===== config.mk =====
export PLATFORM = sky130hd
export DESIGN_NAME = pipeline_hazard_ctrl
export DESIGN_NICKNAME = d
export VERILOG_FILES = /design/src/rtl/pipeline_hazard_ctrl.sv
export SDC_FILE = /design/constraint.sdc
export NUM_CORES = 1
export LEC_CHECK = 0
export BUFFER_PORTS_ARGS = -buffer_cell sky130_fd_sc_hd__buf_2
export CORE_UTILIZATION = 25
export CTS_CLUSTER_DIAMETER = 150
export CTS_CLUSTER_SIZE = 25
export DETAILED_ROUTE_END_ITERATION = 6
export GPL_ROUTABILITY_DRIVEN = 0
export SLEW_MARGIN = 20
export SYNTH_ARGS = -nofsm -noshare
export SYNTH_HDL_FRONTEND = slang
export SYNTH_SLANG_ARGS = --single-unit

===== constraint.sdc =====
create_clock -name clk -period 4.2 [get_ports clk]
set_input_delay 0.63 -clock clk [delete_from_list [all_inputs] [get_ports clk]]
set_output_delay 0.63 -clock clk [all_outputs]
set_load 0.02 [all_outputs]

===== src/rtl/pipeline_hazard_ctrl.sv =====
// Hazard controller for the 5-stage pipeline: registered forwarding selects, load-use stalls, branch flush sequencing.
// Define HAZARD_PERF_CNT_EN to build the saturating stall/flush performance counters; otherwise they read 0.
module pipeline_hazard_ctrl #(
    parameter int REG_ADDR_W = 5,
    parameter int ZERO_REG   = 31,
    parameter int BR_FLUSH   = 1,
    parameter int CNT_W      = 32
) (
    input  logic                  clk,
    input  logic                  rst,
    input  logic                  id_valid,
    input  logic [REG_ADDR_W-1:0] id_rn,
    input  logic [REG_ADDR_W-1:0] id_rm,
    input  logic                  id_uses_rn,
    input  logic                  id_uses_rm,
    input  logic [REG_ADDR_W-1:0] id_rd,
    input  logic                  id_regwrite,
    input  logic                  id_memread,
    input  logic                  ex_branch_taken,
    output logic                  pc_stall,
    output logic                  if_id_stall,
    output logic                  if_id_flush,
    output logic                  id_ex_bubble,
    output logic [1:0]            fwd_a,
    output logic [1:0]            fwd_b,
    output logic [CNT_W-1:0]      stall_cnt,
    output logic [CNT_W-1:0]      flush_cnt
);

    localparam logic [REG_ADDR_W-1:0] ZR      = REG_ADDR_W'(ZERO_REG);
    localparam logic [1:0]            FC_INIT = (BR_FLUSH > 1) ? 2'(BR_FLUSH - 2) : 2'd0;

    typedef enum logic {ST_RUN, ST_FLUSH} state_e;

    typedef struct packed {
        logic                  valid;
        logic [REG_ADDR_W-1:0] rd;
        logic                  regwrite;
        logic                  memread;
    } sh_ex_t;

    typedef struct packed {
        logic                  valid;
        logic [REG_ADDR_W-1:0] rd;
        logic                  regwrite;
    } sh_mem_t;

    state_e     state_q;
    logic [1:0] fc_q;
    sh_ex_t     sh_ex_q, sh_ex_d;
    sh_mem_t    sh_mem_q;
    logic [1:0] fwd_a_q, fwd_a_d, fwd_b_q, fwd_b_d;
    logic       lu, br_active, stall, flush, id_load;

    // EX/MEM wins over MEM/WB; a load still in EX cannot forward (that case stalls instead).
    function automatic logic [1:0] fwd_sel(input logic used, input logic [REG_ADDR_W-1:0] src,
                                           input sh_ex_t ex, input sh_mem_t mem);
        fwd_sel = 2'b00;
        if (used && src != ZR) begin
            if (ex.valid && ex.regwrite && !ex.memread && ex.rd == src)
                fwd_sel = 2'b10;
            else if (mem.valid && mem.regwrite && mem.rd == src)
                fwd_sel = 2'b01;
        end
    endfunction

    // NOTE: every signal gets a value on every path through always_comb so no latch is inferred.
    always_comb begin
        lu = sh_ex_q.valid && sh_ex_q.memread && sh_ex_q.rd != ZR && id_valid &&
             ((id_uses_rn && id_rn == sh_ex_q.rd) || (id_uses_rm && id_rm == sh_ex_q.rd));
        br_active = (state_q == ST_FLUSH) || ex_branch_taken;
        flush     = !rst && br_active;
        stall     = !rst && !br_active && lu;
        id_load   = id_valid && !(flush || stall);

        sh_ex_d = '0;
        fwd_a_d = 2'b00;
        fwd_b_d = 2'b00;
        if (id_load) begin
            sh_ex_d.valid    = 1'b1;
            sh_ex_d.rd       = id_rd;
            sh_ex_d.regwrite = id_regwrite;
            sh_ex_d.memread  = id_memread;
            fwd_a_d = fwd_sel(id_uses_rn, id_rn, sh_ex_q, sh_mem_q);
            fwd_b_d = fwd_sel(id_uses_rm, id_rm, sh_ex_q, sh_mem_q);
        end
    end

    assign pc_stall     = stall;
    assign if_id_stall  = stall;
    assign if_id_flush  = flush;
    assign id_ex_bubble = stall || flush;
    assign fwd_a        = fwd_a_q;
    assign fwd_b        = fwd_b_q;

    // Branch sequencer: the RUN cycle that sees the branch is the first flush cycle.
    always_ff @(posedge clk or posedge rst) begin
        if (rst) begin
            state_q <= ST_RUN;
            fc_q    <= 2'd0;
        end else begin
            case (state_q)
                ST_RUN: begin
                    if (ex_branch_taken && BR_FLUSH > 1) begin
                        state_q <= ST_FLUSH;
                        fc_q    <= FC_INIT;
                    end
                end
                ST_FLUSH: begin
                    if (fc_q == 2'd0)
                        state_q <= ST_RUN;
                    else
                        fc_q <= fc_q - 2'd1;
                end
                default: state_q <= ST_RUN;
            endcase
        end
    end

    // NOTE: sequential state uses non-blocking assignments so every flop samples pre-edge values.
    always_ff @(posedge clk or posedge rst) begin
        if (rst) begin
            sh_ex_q  <= '0;
            sh_mem_q <= '0;
            fwd_a_q  <= 2'b00;
            fwd_b_q  <= 2'b00;
        end else begin
            sh_ex_q  <= sh_ex_d;
            sh_mem_q <= '{valid: sh_ex_q.valid, rd: sh_ex_q.rd, regwrite: sh_ex_q.regwrite};
            fwd_a_q  <= fwd_a_d;
            fwd_b_q  <= fwd_b_d;
        end
    end

`ifdef HAZARD_PERF_CNT_EN
    logic [CNT_W-1:0] stall_cnt_q, flush_cnt_q;

    always_ff @(posedge clk or posedge rst) begin
        if (rst) begin
            stall_cnt_q <= '0;
            flush_cnt_q <= '0;
        end else begin
            if (stall && stall_cnt_q != '1)
                stall_cnt_q <= stall_cnt_q + CNT_W'(1);
            if (flush && flush_cnt_q != '1)
                flush_cnt_q <= flush_cnt_q + CNT_W'(1);
        end
    end

    assign stall_cnt = stall_cnt_q;
    assign flush_cnt = flush_cnt_q;
`else
    assign stall_cnt = '0;
    assign flush_cnt = '0;
`endif

endmodule


# Word level (Yosys, flattened, before mapping)
# Cells that the tools add are included.
# totals
out_inout_bits	72
reg_bits	22
wordCells	61
input_bits	23
# op_classes
eq_ne	9
n_bitwise	1
add_sub_neg	1
reduce_logical	28
n_mux	11
# ops
operator	n
$eq A5 B5 Y1	6
$logic_and A1 B1 Y1	19
$ne A5 B5 Y1 const B	3
$mux W2	6
$mux W8	1
$logic_not A1 Y1	4
$mux W1	4
$logic_or A1 B1 Y1	3
$logic_not A2 Y1	1
$reduce_and A2 Y1	1
$sub A2 B1 Y2 const B	1
$not A1 Y1	1

# Logic depth before layout (Yosys ltp)
# depth
depth_word	9
depth_mapped	6

# Worst setup path after synthesis
# Ideal clock, no wire load.
# synth_timing
kind	in2out
start	input ex_branch_taken
end	output pc_stall
t_required_ns	3.570
arrival_time_ns	1.868
setup_slack_ns	1.702
stages	6
path_cell_list	nor2_1 > nand4_1 > a31oi_1 > buf_2 > and2_1 > buf_4
# synth_via
elab_chain_len	4
# synth_rtl
element	line	rtl
from (decl)	19	input logic ex_branch_taken,
$logic_or A1 B1 Y1	71	br_active = (state_q == ST_FLUSH) || ex_branch_taken;
$logic_not A1 Y1	73	stall = !rst && !br_active && lu;
$logic_and A1 B1 Y1 (2 in series)	73	
to (decl)	20	output logic pc_stall,
# No other way between the ends.

# Worst setup path after layout
# layout_timing
start	input id_rm[2]
end	output pc_stall
# layout_via
elab_chain_len	5
# layout_rtl
element	line	rtl
from (decl)	13	input logic [REG_ADDR_W-1:0] id_rm,
$eq A5 B5 Y1	70	((id_uses_rn && id_rn == sh_ex_q.rd) || (id_uses_rm && id_rm == sh_ex_q.rd));
$logic_and A1 B1 Y1	70	
$logic_or A1 B1 Y1	70	
$logic_and A1 B1 Y1	69	lu = sh_ex_q.valid && sh_ex_q.memread && sh_ex_q.rd != ZR && id_valid &&
$logic_and A1 B1 Y1	73	
# No other way between the ends.

==> results_dict.tcl <==
set metrics [dict create \
    die-width_um 81.57 \
    ys_types 29 \
    post-place-ws_ns 1.465 \
    fin_tns_setup_ns 0 \
    status "complete, no violations" \
    clock_latency_ns 0.26 \
    layout_common_cells "conb_1, buf_2, dfrtp_1" \
    hold_violations 0 \
    power_leakage_nw 0.8833 \
    drv_cap 0 \
    hpwl_um 2197 \
    rsz0062_at_grt "false" \
    cts_buffers 3 \
    drive_gt1_share_pct 18.81 \
    cts_resized 0 \
    final_common_cell "conb_1" \
    postRouteAntennaNets 0 \
    syn2layout_area_growth_pct 3.715 \
    synth_top_family_by_area "buffers and inverters" \
    cts_tree "yes" \
    power.density_nw_per_um2 320.7 \
    cpMostUsedCell "buf_2" \
    coreArea_sq_um 6026 \
    slew_violations 0 \
    synth_compound_area_share_pct 8.775 \
    cp-end-kind "output port" \
    port_buffers 30 \
    drcViolationCount 0 \
    netlist.area_leader.share_pct 34.78 \
    async_flop_share_pct 100.0 \
    synthTopCellsByArea "dfrtp_1, buf_4, xor2_1, xnor2_1, nand2_1" \
    wl_per_cell_um 9.480 \
    dr.pass1.iters 4 \
    synthMuxAreaShare_pct 0 \
    synth-main-ff-cell "dfrtp_1" \
    synthSimpleGateAreaFrac_pct 11.23 \
    yosysWarnings 0 \
    syn_area_per_cell_sq_um 9.256 \
    yosysSeqAreaShare_pct 34.78 \
    hold_ws_ns 0.3855 \
    synth-xor-area-share_pct 11.62 \
    nets 227 \
    tightest_slew_ns 0.8044 \
    slowest_delay_ns 0.49 \
    vias 1011 \
    netlist_instances 171 \
    setup_violations 0 \
    ff_latch_area_sq_um 550.5 \
    skew_ns 0.001481 \
    synthAdderAreaFrac_pct 0.7905 \
    multi_input_area_sq_um 753.2 \
    startpoint_type "input port" \
    grt_use_total_pct 8.329 \
    synth_area_sq_um 1583 \
    cpMaxStageDelayCell "a32o_1" \
    grt_overflow 0 \
    first_iter_violations 14 \
    fp.dieArea_sq_um 6654 \
    clk_pin_slew_ns 0.08 \
    cts_root_buf "clkbuf_8" \
    htreeDepth 1 \
    antennaDiodeCount 0 \
    crit_path_cell_trace "buf_2 -> xor2_1 -> nor3_1 -> a32o_1 -> and2_1 -> buf_2" \
    yosys.area.top_type "dfrtp_1" \
    arrival_ns 2.13 \
    hp-class "flip-flop to flip-flop" \
    layout_setup_ws_ns 1.435 \
    num_io_pins 95 \
    ir_drop_mv 0.1713 \
    grt_pass1_vias 902 \
    relSlewSlack_pct 46.32 \
    p_total_w 0.0005265 \
    fill_cells 665 \
    path_class "input port to output port" \
    hold_buffers 0 \
    fin_crit_ns 2.765 \
    post_cts_buffers 0 \
    grt_first_pass_wirelength_um 4140 \
    cp_max_fo 12 \
    cts_sinks 22 \
    antenna_found_initial 0 \
    timing.final.crit_share_pct 65.83 \
    fmax_ghz 0.3617 \
    worstPathRequired_ns 3.57 \
    synth_edf_count 0 \
    fp-row-count 28 \
    initial_core_util_pct 26.27 \
    ys_ff_latch 22 \
    die_h_um 81.57 \
    drt-vias-per-instance 3.650 \
    grt_max_degree 23 \
    routed_wl_um 2626 \
    r2r_slack_ns 2.44 \
    clock_path_buffers 2 \
]
[state kept, by name (all words and copies together) (netlist names)]
register and count:
fc_q 2, fwd_b 2, state_q 1, fwd_a 2, sh_ex_q 8, sh_mem_q 7
[per-layer routing]
metal / track usage, % / share of wire [%]
met1: 10.24 / 44
met2: 13.92 / 46
met3: 2.778 / 9.2
met4: 2.105 / 0.65
met5: 0 / 0
[cell usage after synthesis, types with 2 or more instances]
master	count
xor2_1	14
dfrtp_1	22
nor4_1	2
nand2_1	12
and3_1	2
buf_4	66
inv_1	4
a2111oi_2	2
nand3_1	5
a211o_1	2
nor3_1	4
o21ai_0	4
nor2_1	3
a21oi_1	8
xnor2_1	7
[where the power goes]
part | total, W | switching [W] | internal [W]
clock network | 0.000193 | 0.0000661 | 0.000127
registers | 0.000226 | 0.00000722 | 0.000219
logic | 0.000107 | 0.0000828 | 0.0000240
total | 0.000527 | 0.000156 | 0.000370
[path summary, 6_finish.rpt]
| kind | from | endpoint | cells after the start |
|---|---|---|---|
| worst max register to register | sh_ex_q[4] | sh_ex_q[3] | 4 |
| worst min-delay path | sh_ex_q[1] | sh_mem_q[0] | 0 |
| worst max-delay path | id_rm[2] | pc_stall | 6 |
| min in group asynchronous | rst | fc_q[0] | 2 |
| max in group asynchronous | rst | sh_mem_q[3] | 2 |
| worst min register to register | sh_ex_q[1] | sh_mem_q[0] | 0 |
[worst max-delay path: cells and delay by family]
kind | cells | cell delay, ns
compound gates | 1 | 0.49
xor+xnor | 1 | 0.14
buf+inv | 2 | 0.29
simple gates | 2 | 0.57
[layout make-up]
cell class	count	share of cell area, %
inverter	4	0.9146
tap	75	5.716
timing repair buffer	31	9.604
clock buffer	3	2.515
clock inverter	1	1.829
multi-input combinational	141	45.88
sequential	22	33.54
[per-stage QoR]
| step | cells | cell area [sq um] | utilization, % |
|---|---|---|---|
| CTS | 277 | 1642 | 27.24 |
| global route | 277 | 1642 | 27.24 |
| global placement | 273 | 1570 | 26.06 |
| finish | 277 | 1642 | 27.24 |
| floorplan | 234 | 1819 | - |
| detailed placement | 273 | 1570 | 26.06 |
[logic make-up after synthesis]
logic type      after synthesis
buf+inv                      71
simple gates                 35
flops                        22
xor+xnor                     21
compound gates               20
fa+ha+maj                     1
other cells                   1
No activity file was read; power rests on OpenSTA's default activity.
